## config.mk

```make
export PLATFORM = sky130hd
export DESIGN_NAME = pc_unit
export DESIGN_NICKNAME = d
export VERILOG_FILES = /design/src/rtl/pc_unit_pkg.sv /design/src/rtl/pc_reg_n.sv /design/src/rtl/pc_unit.sv
export SDC_FILE = /design/constraint.sdc
export NUM_CORES = 1
export LEC_CHECK = 0
export CAP_MARGIN = 20
export CORE_MARGIN = 8
export CORE_UTILIZATION = 40
export CTS_CLUSTER_SIZE = 24
export DETAILED_ROUTE_END_ITERATION = 10
export HOLD_SLACK_MARGIN = 0.03
export PLACE_DENSITY = 0.78
export SLEW_MARGIN = 10
export SYNTH_ARGS = -nofsm -noshare
export SYNTH_HDL_FRONTEND = slang
export SYNTH_SLANG_ARGS = --single-unit
```

## constraint.sdc

```tcl
create_clock -name clk -period 1.98 [get_ports clk]
set_input_delay 0.594 -clock clk [delete_from_list [all_inputs] [get_ports clk]]
set_output_delay 0.594 -clock clk [all_outputs]
set_load 0.01 [all_outputs]
```

## src/rtl/pc_unit_pkg.sv

```systemverilog
// pc_unit_pkg: shared CPU fetch definitions (FSM states and PC defaults).
package pc_unit_pkg;
   typedef enum logic {RUN = 1'b0, HALTED = 1'b1} pcState_t;
   localparam int DEFAULT_INC = 2;
   localparam int DEFAULT_RESET_VECTOR = 0;
endpackage

```

## src/rtl/pc_reg_n.sv

```systemverilog
// pc_reg_n: WIDTH-bit PC register with write enable and async active-low reset.
module pc_reg_n #(
   parameter int WIDTH = 16,
   parameter logic [WIDTH-1:0] RESET_VECTOR = '0
) (
   input  logic             clk,
   input  logic             rst,
   input  logic             we,
   input  logic [WIDTH-1:0] d,
   output logic [WIDTH-1:0] q
);
   always_ff @(posedge clk or negedge rst)
      if (!rst) q <= RESET_VECTOR;
      else if (we) q <= d;
endmodule

```

## src/rtl/pc_unit.sv

```systemverilog
// pc_unit: program counter with redirect/stall priority and a RUN/HALTED fetch FSM.
module pc_unit import pc_unit_pkg::*; #(
   parameter int WIDTH = 16,
   parameter int INC = DEFAULT_INC,
   parameter logic [WIDTH-1:0] RESET_VECTOR = WIDTH'(DEFAULT_RESET_VECTOR)
) (
   input  logic             clk,
   input  logic             rst,
   input  logic             stall,
   input  logic             redirect,
   input  logic [WIDTH-1:0] target,
   input  logic             halt,
   input  logic             resume,
   output logic [WIDTH-1:0] pc,
   output logic [WIDTH-1:0] pc_plus,
   output logic             halted,
   output logic             redirected
);
   pcState_t state, nextState;
   logic pcWe;
   logic [WIDTH-1:0] nextPc;
   logic running;
   assign running = (state == RUN);
   assign pc_plus = pc + WIDTH'(INC);
   assign halted = (state == HALTED);
   // Priority in RUN: redirect, then stall, then halt; HALTED only listens to resume.
   always_comb begin
      pcWe = running & (redirect | ~(stall | halt));
      nextPc = redirect ? target : pc_plus;
      nextState = running ? ((!redirect && !stall && halt) ? HALTED : RUN)
                          : (resume ? RUN : HALTED);
   end
   always_ff @(posedge clk or negedge rst)
      if (!rst) begin
         state <= RUN;
         redirected <= 1'b0;
      end else begin
         state <= nextState;
         redirected <= running & redirect;
      end
   pc_reg_n #(.WIDTH(WIDTH), .RESET_VECTOR(RESET_VECTOR)) pcReg (
      .clk(clk), .rst(rst), .we(pcWe), .d(nextPc), .q(pc)
   );
endmodule

```

==> impl_metrics.tcl <==
set metrics [dict create \
    num_io_pins 56 \
    coreArea_sq_um 3000 \
    routed_wl_mm 5.79 \
    end_kind "output port" \
    syn_area_sq_um 1240 \
    p_leak_nw 1.13 \
    cts_tree "done" \
    required_ps 1390 \
    synth_top_area_frac 0.364 \
    placedCellCount 254 \
    cp_cell_sequence "nand4_1, buf_4, nor4_4, xor2_1, buf_2" \
    clkSinkCount 18 \
    critPathSlowestCell "dfrtp_1" \
    ys.flop_type "dfrtp_1" \
    nets 274 \
    antenna_found_initial 1 \
    route.detailed.drc 0 \
    synth-edff-count 0 \
    drive_gt1_frac 0.428 \
    drv_slew 0 \
    outcome "finished, violations left" \
    pwr_density_cell_nw_per_um2 763 \
    worstPathArrival_ps 1780 \
    port_buffers 55 \
    fin_crit_ps 2380 \
    ir_drop_uv 455 \
    cts.path.max_buffers 2 \
    relSlewSlack 0.730 \
    syn2layout_area_growth_pct 94.6 \
    dieArea_sq_um 5130 \
    rows 20 \
    hold_violations 0 \
    die_x_um 71.7 \
    post_dp_cell_area_sq_um 2070 \
    setup_viol 12 \
    clk_pin_slew_ps 110 \
    finalCritPeriodShare 1.20 \
    fillCellCount 162 \
    max_freq_ghz 0.421 \
    hold_class "flop to flop" \
    final_cell_mix "42 x buf_4, 26 x clkdlybuf4s50_1, 18 x buf_6, 15 x dfrtp_1, 13 x buf_2" \
    ctsHoldBuffers 0 \
    grt_pass1_vias 1602 \
    worstSkewPairLatency_ps 310 \
    worstPathMaxFanout 3 \
    cts_made_buffers 3 \
    gp_congestion 0.841 \
    critPathKind "flop to output port" \
    grt_overflow 0 \
    ant_nets 0 \
    synth_top_cell_by_area "dfrtp_1" \
    cap_viol_max_count 0 \
    syn-num-nets 164 \
    start_kind "flop" \
    violations "setup timing" \
    synth_cell_types 43 \
    ys_ff_latch 18 \
    wl_per_cell_um 20.4 \
    synth_cells 141 \
    clock_skew_ps 10.0 \
    synthArstFlopShare 1.00 \
    tightest_slew_ps 404 \
    grt_usage 0.198 \
    stdcell_area_sq_um 2410 \
    rsz0062_at_grt "yes" \
    critPathMaxStageDelay_ps 400 \
    cts_htree_levels 1 \
    syn_area_per_cell_sq_um 8.79 \
    postLayoutSetupSlackWorst_ps -396 \
    preCtsSetupSlack_ps -383 \
    layout_commonest_cell "buf_4" \
    ys_top_cells_by_area "dfrtp_1 36%, xor2_1 4.9%, xnor2_1 4.2%" \
    initial_utilization 0.413 \
    multiInputGateArea_sq_um 843 \
    regArea_sq_um 454 \
    ys_seq_area_frac 0.364 \
    drt-initial-drc-count 196 \
    layout.cells.non_filler 284 \
    viasPerCell 5.86 \
    yosys_warnings 0 \
    via_count 1663 \
    grt_max_degree 25 \
    grt_pass1_wl_mm 8.07 \
    tns_ps -2890 \
    cts_root_buf "clkbuf_4" \
    dr.pass1.iters 4 \
    dpl.hpwl_mm 3.24 \
    die_h_um 71.7 \
]
## flip-flops by register name (all words and copies together) (netlist names)
register    flops
halted          1
pcReg.q        16
redirected      1
## layer usage
| layer | GRT usage | up-vias | part of all wire |
|---|---|---|---|
| met1 | 0.225 | 810 | 0.39 |
| met5 | 0 | - | 0 |
| li1 | - | 732 | - |
| met4 | 0.0975 | 0 | 0.041 |
| met3 | 0.0572 | 24 | 0.081 |
| met2 | 0.329 | 97 | 0.49 |
## stage by stage
step	hold WS [ps]	util	power, mW
2_1_floorplan	298	-	0.856
3_3_place_gp	513	0.688	1.38
4_1_cts	554	0.759	1.69
3_5_place_dp	532	0.688	1.41
6_report	533	0.803	1.84
5_1_grt	557	0.803	1.92
## synthesized netlist by cell type (2+ instances only)
| library cell | count |
|---|---|
| nand2_1 | 9 |
| a21oi_1 | 8 |
| buf_4 | 2 |
| nor4_2 | 2 |
| o2bb2ai_1 | 2 |
| and2_1 | 2 |
| xor2_1 | 7 |
| nor3b_1 | 3 |
| nand4_1 | 4 |
| a22oi_1 | 3 |
| nand3_1 | 7 |
| mux2i_1 | 3 |
| o21a_1 | 2 |
| nor3_1 | 3 |
| buf_2 | 3 |
| a211o_1 | 2 |
| inv_1 | 6 |
| nor4_1 | 2 |
| and3_1 | 2 |
| o22ai_1 | 2 |
| dfrtp_1 | 18 |
| o211ai_1 | 3 |
| nor2_1 | 8 |
| or3_1 | 3 |
| xnor2_1 | 6 |
| o21ai_0 | 8 |
| clkbuf_1 | 5 |
## layout make-up
class | count | area share
repair buffers | 116 | 0.419
multi-input cells | 106 | 0.350
clock buffers | 4 | 0.0150
flip-flops and latches | 18 | 0.188
diodes | 1 | 0.00104
inverters | 6 | 0.00934
well taps | 33 | 0.0171
## cells by family after synthesis
group           Yosys count  share of synthesized area
xor+xnor                 13                     0.0919
flops                    18                      0.364
buf+inv                  17                     0.0667
mux                       4                     0.0333
compound gates           37                      0.196
simple gates             51                      0.238
fa+ha+maj                 1                     0.0101
## critical path: cells and delay by family (launching register included)
kind	cells	cell delay, ps
XOR/XNOR	1	190
buffers and inverters	2	360
flip-flops	1	400
AND/OR/NAND/NOR	2	520
## timing repair
item,CTS,global route
pin swaps,13,14
buffers inserted,20,10
cloned,0,0
endpoints found under the setup margin,23,18
gates resized for setup,91,25
## report_power, final
part,leakage [nW],internal (mW),switching (mW)
combinational,0.899,0.575,0.512
clock,0.0210,0.113,0.127
sequential,0.209,0.436,0.0757
total,1.13,1.12,0.715
## worst paths after layout
check | from | end | slack (ps) | cells past startpoint
max | pcReg.q[12]$_DFFE_PN0P_ | pc_plus[14] | -400 | 5
min | halted$_DFF_PN0_ | halted$_DFF_PN0_ | 530 | 1
max reg2reg | pcReg.q[2]$_DFFE_PN0P_ | pcReg.q[13]$_DFFE_PN0P_ | 170 | 6
min reg2reg | halted$_DFF_PN0_ | halted$_DFF_PN0_ | 530 | 1
max in group asynchronous | rst | pcReg.q[15]$_DFFE_PN0P_ | 900 | 2
min in group asynchronous | rst | pcReg.q[6]$_DFFE_PN0P_ | 560 | 1
Note: power is estimated with default switching activity, not from simulation.
==> RTL edit: new RTL, same settings <==
Register the output `redirected` once more, cleared by the reset; this adds one clock of latency there. The other outputs are not delayed to match.
--- a/src/rtl/pc_unit.sv
+++ b/src/rtl/pc_unit.sv
@@ -16,6 +16,8 @@
    output logic             halted,
    output logic             redirected
 );
+
+   logic redirected_s0;
    pcState_t state, nextState;
    logic pcWe;
    logic [WIDTH-1:0] nextPc;
@@ -33,13 +35,21 @@
    always_ff @(posedge clk or negedge rst)
       if (!rst) begin
          state <= RUN;
-         redirected <= 1'b0;
+         redirected_s0 <= 1'b0;
       end else begin
          state <= nextState;
-         redirected <= running & redirect;
+         redirected_s0 <= running & redirect;
       end
    pc_reg_n #(.WIDTH(WIDTH), .RESET_VECTOR(RESET_VECTOR)) pcReg (
       .clk(clk), .rst(rst), .we(pcWe), .d(nextPc), .q(pc)
    );
+   always_ff @(posedge clk or negedge rst) begin
+      if (!rst) begin
+         redirected <= '0;
+      end else begin
+         redirected <= redirected_s0;
+      end
+   end
+
 endmodule
 
Function: changed (a bounded check fails within 4 cycles, from zero or initial values and one cycle with rst low).
==> RTL edit against the original RTL <==
- largest power group unchanged
- sequential cell count up 1
- highest routed layer unchanged
- sequential share of layout area up 1.7 points
- the run still ends with negative setup slack left
- setup slack better by 23 ps
- power down 6.7%
- critical path depth up 1
- die area up 1.6%
- area after synthesis up 2.0%
- clock power down 12%
- final area down 3.2%
- wire length down 11%
- clock skew down 8.8 ps
==> RTL edit: results (changes against the original RTL) <==
[sta]
finClkSkew_ps=1.20  ; was 10.0 ps
setup_viol=12  ; unchanged
worst_slack_ps=-373  ; was -396 ps
hold_ws_ps=373  ; was 533 ps
fin_setup_tns_ps=-2700  ; was -2890 ps
tightest_slew_ps=331  ; was 404 ps

[detailed_routing]
route.met2.wl_um=2610  ; was 2830 um
drtIter0Drc=111  ; was 196
wl_met3_um=296  ; was 468 um
wl_met1_um=1970  ; was 2240 um
wl_um=5120  ; was 5790 um
avgViaCountPerCell=5.56  ; was 5.86
drtPass1Iterations=4  ; unchanged
routedWlPerCell_um=17.8  ; was 20.4 um

[run_status]
violations=negative setup slack  ; unchanged
outcome=finished with violations  ; unchanged

[yosys]
muxShareOfSynthArea_pct=3.27  ; was 3.33%
synth_fp_nets=165  ; was 164
synth_xor_area_share_pct=9.01  ; was 9.19%
synth-compound-area-share_pct=19.2  ; was 19.6%
synthAdderAreaFrac_pct=0.990  ; was 1.01%
syn_avg_cell_area_um2=8.90  ; was 8.79 um^2
synth_commonest_cells=19 x dfrtp_1, 9 x nand2_1, 8 x a21oi_1, 8 x nor2_1, 8 x o21ai_0  ; was 18 x dfrtp_1, 9 x nand2_1, 8 x a21oi_1, 8 x nor2_1, 8 x o21ai_0
yosys-top-cells-area=dfrtp_1 38%, xor2_1 4.9%, xnor2_1 4.2%  ; was dfrtp_1 36%, xor2_1 4.9%, xnor2_1 4.2%
seq_area_frac_synth_pct=37.6  ; was 36.4%

[global_routing]
use_met1_pct=21.0  ; was 22.5%
grt_pass1_vias=1606  ; was 1602
grt_use_met2_pct=31.8  ; was 32.9%
grt_usage_pct=18.6  ; was 19.8%
antenna_found_initial=0  ; was 1
globalRouteMet3Util_pct=3.72  ; was 5.72%
grt_first_pass_wirelength_um=7760  ; was 8070 um

[worst_setup_path]
cp.arrival_ps=1760  ; was 1780 ps
startpoint=pcReg.q[2]$_DFFE_PN0P_  ; was pcReg.q[12]$_DFFE_PN0P_
timing.rr.end=pcReg.q[11]$_DFFE_PN0P_  ; was pcReg.q[13]$_DFFE_PN0P_
rr_worst_depth=7  ; was 6
r2r_setup_slack_ps=200  ; was 170 ps
crit_path_end=pc_plus[10]  ; was pc_plus[14]

[place]
hpwl_um=3320  ; was 3240 um
place_ws_ps=-387  ; was -383 ps
place_congestion=0.830  ; was 0.841
placed_area_um2=2110  ; was 2070 um^2

[power_and_ir_drop]
leakagePower_nw=1.10  ; was 1.13 nW
power_density_nw_per_um2=735  ; was 763 nW/um^2
max-vdd-ir-drop_mv=0.406  ; was 0.455 mV

[hold_path]
min-delay-start=redirected_s0$_DFF_PN0_  ; was halted$_DFF_PN0_
holdPathStages=0  ; was 1
hold_end=redirected$_DFF_PN0_  ; was halted$_DFF_PN0_

[clock_network]
post_cts_buffers=12  ; was 20
numCtsBuffers=3  ; unchanged
post_cts_resized=73  ; was 91
clkSlewWorstSetupHoldPaths_ps=120

[layout]
nFillCells=192  ; was 162
layout-drive-gt1-share_pct=38.9  ; was 42.8%
antenna_cells=0  ; was 1
fin_nets=268  ; was 274

-- RTL edit: changes by cell type in the layout (fill, tap and decap cells not counted), sizes merged --
| cell | unedited run | this run |
|---|---|---|
| dlymetal6s2s | 4 | 6 |
| diode | 1 | 0 |
| dfrtp | 18 | 19 |
| dlygate4sd2 | 10 | 8 |
| clkbuf | 6 | 5 |
| clkdlybuf4s50 | 26 | 27 |
| buf | 74 | 67 |
-- RTL edit: critical path, stage by stage, from the launching register on --
cell,delay [ps]
dfrtp_2,410
buf_4,130
buf_6,110
nand4_4,110
or3_4,420
xnor2_2,130
buf_2,140
-- RTL edit: area by class of cell --
type / count / area share (%)
Multi-Input combinational cell: 106 / 35.3
Sequential cell: 19 / 20.6
Clock buffer: 4 / 1.13
Tap cell: 44 / 2.36
Timing Repair Buffer: 109 / 39.7
Inverter: 6 / 0.965
-- RTL edit: report_power, final --
part           total, W  internal (W)  switching (W)
Combinational  0.000977      0.000514       0.000463
Clock          0.000212     0.0000786       0.000134
Sequential     0.000526      0.000459      0.0000668
